$ cat src/rtl/fetch_unit.sv
// Instruction fetch stage: owns the PC, captures ROM words into an IF/ID register, handles redirect and end-of-image halt.
// Optional misaligned-redirect detection is enabled by defining FETCH_ALIGN_CHECK_EN.
module fetch_unit #(
    parameter logic [31:0] PC_RESET   = 32'h0000_0000,
    parameter int          PROG_WORDS = 7
) (
    input  logic        clk,
    input  logic        rst,
    input  logic        en,
    output logic [31:0] imem_pc,
    input  logic [31:0] imem_instr,
    input  logic        redirect_valid,
    input  logic [31:0] redirect_pc,
    output logic        out_valid,
    input  logic        out_ready,
    output logic [31:0] out_instr,
    output logic [31:0] out_pc,
    output logic        halted,
    output logic        misalign_err,
    output logic [15:0] fetch_count
);

    localparam logic [31:0] PC_LIMIT = 32'(PROG_WORDS * 4);

    typedef enum logic [1:0] {IDLE, RUN, HALT} state_t;

    state_t      state_reg, state_next;
    logic [31:0] pc_reg, pc_next;
    logic        out_valid_reg, out_valid_next;
    logic [31:0] out_instr_reg, out_pc_reg;
    logic        halted_reg;
    logic [15:0] count_reg;

    logic redirect_take, slot_free, in_range, accept, capture, misaligned;

    // A redirect is ignored only while parked in IDLE with the unit disabled.
    assign redirect_take = redirect_valid && !(state_reg == IDLE && !en);
    assign slot_free     = !out_valid_reg || out_ready;
    assign in_range      = pc_reg < PC_LIMIT;
    assign accept        = out_valid_reg && out_ready;
    assign capture       = (state_reg == RUN) && slot_free && !redirect_valid && in_range;

`ifdef FETCH_ALIGN_CHECK_EN
    logic misalign_reg;

    assign misaligned   = redirect_pc[1:0] != 2'b00;
    assign misalign_err = misalign_reg;

    always_ff @(posedge clk or posedge rst) begin
        if (rst) begin
            misalign_reg <= 1'b0;
        end else if (redirect_take && misaligned) begin
            misalign_reg <= 1'b1;
        end
    end
`else
    logic redirect_lsb_unused;

    assign redirect_lsb_unused = &{1'b0, redirect_pc[1:0]};
    assign misaligned          = 1'b0;
    assign misalign_err        = 1'b0;
`endif

    always_comb begin
        state_next = state_reg;
        case (state_reg)
            IDLE: if (en) state_next = RUN;
            RUN: begin
                if (slot_free && !redirect_valid && !in_range) begin
                    state_next = HALT;
                end else if (!en) begin
                    state_next = IDLE;
                end
            end
            HALT:    state_next = HALT;
            default: state_next = IDLE;
        endcase
        // Redirect overrides every other transition.
        if (redirect_take) begin
            state_next = misaligned ? HALT : RUN;
        end
    end

    always_comb begin
        pc_next        = pc_reg;
        out_valid_next = out_valid_reg;
        if (redirect_take) begin
            pc_next        = {redirect_pc[31:2], 2'b00};
            out_valid_next = 1'b0;
        end else if (capture) begin
            pc_next        = pc_reg + 32'd4;
            out_valid_next = 1'b1;
        end else if (accept) begin
            out_valid_next = 1'b0;
        end
    end

    always_ff @(posedge clk or posedge rst) begin
        if (rst) begin
            state_reg     <= IDLE;
            pc_reg        <= PC_RESET;
            out_valid_reg <= 1'b0;
            out_instr_reg <= 32'h0;
            out_pc_reg    <= 32'h0;
            halted_reg    <= 1'b0;
            count_reg     <= 16'h0;
        end else begin
            state_reg     <= state_next;
            pc_reg        <= pc_next;
            out_valid_reg <= out_valid_next;
            halted_reg    <= (state_next == HALT);
            if (capture) begin
                out_instr_reg <= imem_instr;
                out_pc_reg    <= pc_reg;
            end
            if (accept) begin
                count_reg <= count_reg + 16'd1;
            end
        end
    end

    assign imem_pc     = pc_reg;
    assign out_valid   = out_valid_reg;
    assign out_instr   = out_instr_reg;
    assign out_pc      = out_pc_reg;
    assign halted      = halted_reg;
    assign fetch_count = count_reg;

endmodule

$ cat config.mk
export PLATFORM = sky130hd
export DESIGN_NAME = fetch_unit
export DESIGN_NICKNAME = d
export VERILOG_FILES = /design/src/rtl/fetch_unit.sv
export SDC_FILE = /design/constraint.sdc
export NUM_CORES = 1
export LEC_CHECK = 0
export ABC_AREA = 1
export CORE_AREA = 2 2 110 112
export CTS_CLUSTER_SIZE = 16
export DETAILED_ROUTE_END_ITERATION = 8
export DIE_AREA = 0 0 112 114
export PLACE_DENSITY_LB_ADDON = 0.15
export SKIP_LAST_GASP = 1
export SYNTH_ARGS = -nofsm -noshare
export SYNTH_HDL_FRONTEND = slang
export SYNTH_SLANG_ARGS = --single-unit
$ cat constraint.sdc
create_clock -name clk -period 4.4 [get_ports clk]
set_input_delay 1.1 -clock clk [delete_from_list [all_inputs] [get_ports clk]]
set_output_delay 1.1 -clock clk [all_outputs]
set_load 0.02 [all_outputs]
==> results of run 1 <==
-- metrics by stage --
stage | instances | hold slack [ps] | power [mW]
floorplan | 505 | 551 | 1.32
global placement | 807 | 461 | 1.52
detailed placement | 807 | 465 | 1.53
CTS | 823 | 484 | 2.48
global route | 823 | 499 | 2.55
finish | 823 | 481 | 2.45
-- final cells by class --
cell class | count | area (um^2)
fill | 1032 | 4860
sequential | 112 | 2800
timing repair buffer | 180 | 1800
multi-input combinational | 327 | 1550
clock buffer | 10 | 239
tap | 147 | 184
inverter | 41 | 156
clock inverter | 6 | 114
-- routing by layer --
metal	global-route usage, %	part of all wire [%]	vias up
met5	0	0	-
met4	7.07	1.7	0
met3	5.63	7.3	16
met2	30.8	48	108
met1	24.8	43	1848
li1	-	-	1886
-- kinds of logic (layout without fill, tap and decap cells) --
logic type      count (synthesis)  after routing
compound gates                 26             26
flops                         112            112
other cells                     1              5
buf+inv                        66            237
fa+ha+maj                       2              2
simple gates                  281            281
xor+xnor                       13             13
-- cells in the mapped netlist, types with 2 or more instances --
| master | n |
|---|---|
| o21ai_1 | 10 |
| xnor2_1 | 5 |
| buf_6 | 6 |
| and2_1 | 27 |
| buf_2 | 6 |
| ha_1 | 2 |
| dfrtp_1 | 112 |
| nand4_1 | 4 |
| nor2_1 | 22 |
| nand3_1 | 55 |
| inv_1 | 32 |
| buf_4 | 8 |
| clkbuf_1 | 5 |
| nand3_2 | 2 |
| nor3_1 | 5 |
| nand2_1 | 161 |
| xor2_1 | 8 |
| o21ai_0 | 15 |
| inv_2 | 8 |
| nor3_2 | 3 |
-- power breakdown --
group          internal, mW  switching, mW
Combinational         0.176          0.204
Sequential             1.08         0.0435
Clock                 0.574          0.376
Total                  1.83          0.624
-- worst paths after layout --
kind / startpoint / to / slack, ps / cells past startpoint
setup / recovery: out_ready / imem_pc[18]$_DFFE_PP0P_ / 1450 / 9
hold reg to reg: out_instr[26]$_DFFE_PP0P_ / out_instr[26]$_DFFE_PP0P_ / 480 / 2
hold / removal: out_instr[26]$_DFFE_PP0P_ / out_instr[26]$_DFFE_PP0P_ / 480 / 2
setup reg to reg: imem_pc[2]$_DFFE_PP0P_ / imem_pc[18]$_DFFE_PP0P_ / 2270 / 9
max in group asynchronous: rst / out_instr[23]$_DFFE_PP0P_ / 2400 / 3
min in group asynchronous: rst / out_pc[15]$_DFFE_PP0P_ / 1210 / 2
-- tightest hold or removal path, cell delays in order, from the launching register on --
cell     delay [ps]
dfrtp_1         340
nand2_1          50
nand2_1          60
==> run metrics, run 1 <==
CP delay by family, top=simple AND/OR/NAND/NOR gates; RSZ-0062 raised after global routing=no; std cell rows=40; Routed WL per cell=14.3 um; via total after detailed routing=3858; pwr dens=358 nW/um^2; DRC=0; top-area cell type share of the netlist area=60.1%; hold crit path type=flop to flop; Slew @ Worst Pin=741 ps; Nets=approximately 740; status=completed; crit path launch type=primary input; max-cap violations=0; die height=114 um; Antenna Nets Post-Route=0; Post-Syn Area=4670 um^2; largest net degree at the start of global routing=75; FF+latch count, synth=112; Die X=about 110 um; Adder-Cell Fraction of Synth Area=0.536%; Final Routed Wirelength=11.8 mm; Slew Limit Fails=0; routability cong.=0.779; dominant synthesized flop cell=dfrtp_1; leakage power total=3.31 nW; Gate Count Post-Synth=about 500; Clk Latency, worst-skew pair=between 300 and 400 ps; Unique masters post-synth=25; DR iter-0 viols=147; Seq/Total Area, Yosys=60.1%; first-pass GRT wire length=19.7 mm; clk slew on worst S/H paths=70 ps; Final Hold Fails=0; Die ar.=12800 um^2; final setup violating endpoints=0; critical path type=primary input to flop; I/O Buffers=176; # IOs=184; CTS root buffer=clkbuf_16; fraction of registers with async set/reset=100%; setup_tns=0 ps; Simple-Gate Fraction of Synth Area=about 27%; WP buf/inv=3; DP Worst Slack=1050 ps; post-route cell area=approximately 7000 um^2; Critical Path Fanout Max=37; Final period util=between 60% and 70%; Crit-path slowest cell=nand2_1; initial antenna violation count=0; postcts setup bufs=0; layout cells sized above 1=around 5.5%; final core utilization=between 50% and 60%; most common cell after layout, fill and taps aside=clkdlybuf4s50_1; antenna cells=0; mux cell area share after synthesis=0%; Area Growth Syn to Fin=46.8%; vias in the first global route=3901; number of synthesized flops with an enable pin=0; TritonCTS Buffers=9; CTS tree=yes; PostCTS Resize Cnt=0; Via density=4.69; Sink Count=112; max FFs per register=32; synthesized area per cell=9.31 um^2; Max Clock Skew=4.00 ps; Fmax=0.339 GHz; drt pass-1 iters=4; Synth area leader=dfrtp_1; Max Buffers Root-to-Sink=2; leading cell types in the layout, fill and taps excluded=clkdlybuf4s50_1 (176), nand2_1 (161), dfrtp_1 (112), nand3_1 (55), inv_1 (31); total grt overflow=0; Peak VDD IR=0.000194 V; min Tclk post-route=2950 ps; core area=11700 um^2; Cell Area, Placed=6490 um^2; largest family of logic cells by synthesized area=simple AND/OR/NAND/NOR gates; Max-slew headroom=50.5%; hpwl dp=about 8 mm; setup ws final=~1500 ps; hold buffer count at CTS=0; GRT Util Overall=19.1%; top cells by area, synth=dfrtp_1 (60%), nand2_1 (13%), nand3_1 (5.9%); H-tree depth=3; Post-Synth XOR/XNOR Area=2.44%; element type at the critical path end=flop; Yosys warnings=0; Arrival @ worst endpoint=approximately 3100 ps; WP data required=4600 ps; crit path cell chain=clkdlybuf4s50_1, inv_1, nand2_1, nand3_2, nor2_4, buf_4, nand3_2, nand2_1, o21ai_0; critical path's largest stage delay=570 ps; Synth Area in Compound Gates=under 10%; Initial Util=39.8%
Note: power is estimated with default switching activity, not from simulation.
==> inputs of run 2 (changes only) <==
==> constraint.sdc (replaced) <==
create_clock -name clk -period 3 [get_ports clk]
set_input_delay 0.75 -clock clk [delete_from_list [all_inputs] [get_ports clk]]
set_output_delay 0.75 -clock clk [all_outputs]
set_load 0.02 [all_outputs]
==> run metrics, run 2 (synthesis results as in run 1) <==
setup_tns=0 ps (unchanged); Slew @ Worst Pin=638 ps (was 741 ps); first-pass GRT wire length=18.7 mm (was 19.7 mm); Slew Limit Fails=0 (unchanged); Sink Count=112 (unchanged); DRC=0 (unchanged); critical path type=flop to output pin (was primary input to flop); crit path launch type=flop (was primary input); GRT Util Overall=18.5% (was 19.1%); Die X=112 um (unchanged); WP buf/inv=1 (was 3); # IOs=184 (unchanged); layout cells sized above 1=5.02% (was 5.47%); leading cell types in the layout, fill and taps excluded=clkdlybuf4s50_1 (176), nand2_1 (161), dfrtp_1 (112), nand3_1 (55), inv_1 (31) (unchanged); DR iter-0 viols=203 (was 147); worst reg2reg startpoint=imem_pc[2]$_DFFE_PP0P_ (unchanged); RSZ-0062 raised after global routing=no (unchanged); H-tree depth=3 (unchanged); via total after detailed routing=3825 (was 3858); status=completed (unchanged); WP data required=2250 ps (was 4600 ps); min Tclk post-route=2230 ps; routability cong.=0.752 (was 0.779); final setup violating endpoints=0 (unchanged); PostCTS Resize Cnt=0 (unchanged); I/O Buffers=176 (unchanged); drt pass-1 iters=4 (unchanged); Final Hold Fails=0 (unchanged); die height=114 um (unchanged); CP delay by family, top=buffers and inverters (was simple AND/OR/NAND/NOR gates); Clk Latency, worst-skew pair=350 ps (about the same); vias in the first global route=3884 (was 3901); Fmax=about 0.45 GHz; element type at the critical path end=output pin (was flop); most common cell after layout, fill and taps aside=clkdlybuf4s50_1 (unchanged); Max Clock Skew=9.80 ps (was 4.00 ps); Final period util=approximately 74%; Arrival @ worst endpoint=1480 ps (was 3140 ps); max FFs per register=32 (unchanged); max layer used=met4 (unchanged); CTS tree=yes (unchanged); largest net degree at the start of global routing=113 (was 75); initial antenna violation count=0 (unchanged); pwr dens=494 nW/um^2 (was 358 nW/um^2); Max Buffers Root-to-Sink=2 (unchanged); Crit-path slowest cell=clkdlybuf4s50_1 (was nand2_1); WHS=482 ps (was 481 ps); Peak VDD IR=0.000477 V (was 0.000194 V); core area=11700 um^2 (unchanged); CTS root buffer=clkbuf_16 (unchanged); metal3 WL=1.01 mm (was 857 um); max-cap violations=0 (unchanged); metal2 WL=5.42 mm (was 5.67 mm); crit path cell chain=clkdlybuf4s50_1 (was clkdlybuf4s50_1, inv_1, nand2_1, nand3_2, nor2_4, buf_4, nand3_2, nand2_1, o21ai_0); worst setup path start=imem_pc[2]$_DFFE_PP0P_ (was out_ready); met1 WL=4.95 mm (was 5.06 mm); Via density=4.64 (was 4.69); Nets=743 (was 742); Die ar.=12800 um^2 (unchanged); Final Routed Wirelength=11.5 mm (was 11.8 mm); std cell rows=40 (unchanged); Routed WL per cell=13.9 um (was 14.3 um); total grt overflow=0 (unchanged); critical path's largest stage delay=670 ps (was 570 ps); Area Growth Syn to Fin=45.7% (was 46.8%); hpwl dp=7.86 mm (was 8.04 mm); Critical Path Fanout Max=6 (was 37); leakage power total=3.28 nW (was 3.31 nW); Antenna Nets Post-Route=0 (unchanged); Max-slew headroom=57.4% (was 50.5%); TritonCTS Buffers=9 (unchanged); postcts setup bufs=0 (unchanged); antenna cells=0 (unchanged); hold buffer count at CTS=0 (unchanged); hold crit path type=flop to flop (unchanged); Initial Util=39.8% (unchanged); clk slew on worst S/H paths=70 ps (about the same); min-delay src=out_instr[31]$_DFFE_PP0P_ (was out_instr[26]$_DFFE_PP0P_)
-- run 2: cell count changes in the layout (fill, tap and decap cells not counted) --
cell / previous run / this run
clkinv_2: 0 / 1
clkbuf_1: 0 / 4
clkbuf_8: 1 / 0
bufinv_16: 3 / 1
inv_4: 1 / 0
inv_6: 1 / 0
buf_12: 1 / 2
-- run 2: power by group --
group | internal [mW] | switching (mW) | leakage, nW
logic | 0.259 | 0.297 | 1.66
registers | 1.58 | 0.0615 | 1.49
clock network | 0.648 | 0.511 | 0.134
-- run 2: worst paths after layout --
path                                                   to  slack [ps]  cells past startpoint
worst max register to register    imem_pc[18]$_DFFE_PP0P_         900                     10
worst min register to register  out_instr[31]$_DFFE_PP0P_         480                      2
min in group asynchronous           out_pc[7]$_DFFE_PP0P_         940                      3
max in group asynchronous          state_reg[1]$_DFF_PP0_        1630                      3
worst min-delay path            out_instr[31]$_DFFE_PP0P_         480                      2
worst max-delay path                           imem_pc[2]         770                      1
-- run 2: cell type report --
class	count	area, um^2
clock inverter	3	42.5
fill	1066	4910
timing repair buffer	181	1820
sequential	112	2800
inverter	41	158
multi-input combinational	327	1550
tap	147	184
clock buffer	13	240
-- run 2: worst reg2reg max path: cells and delay by family, from the launching register on --
family | cells | cell delay (ps)
flip-flops | 1 | 450
adder cells (fa/ha/maj) | 1 | 260
AO/OA/AOI/OAI | 1 | 120
AND/OR/NAND/NOR | 6 | 840
buffers and inverters | 2 | 310
-- run 2: per-layer routing --
layer | GRT usage (%) | vias up
met5 | 0 | -
met4 | 4.15 | 0
met3 | 8.18 | 8
met2 | 30.5 | 108
met1 | 22.8 | 1821
li1 | - | 1888
-- run 2: per-stage QoR --
stage | setup slack [ps] | power [mW] | instance area (um^2) | instances | utilization [%]
2_1_floorplan | 893 | 1.94 | 4680 | 505 | -
3_3_place_gp | 457 | 2.23 | 6520 | 808 | 55.6
5_1_grt | 658 | 3.53 | 6800 | 824 | 58.1
3_5_place_dp | 431 | 2.24 | 6520 | 808 | 55.6
4_1_cts | 721 | 3.42 | 6800 | 824 | 58.1
6_report | 771 | 3.36 | 6800 | 824 | 58.1
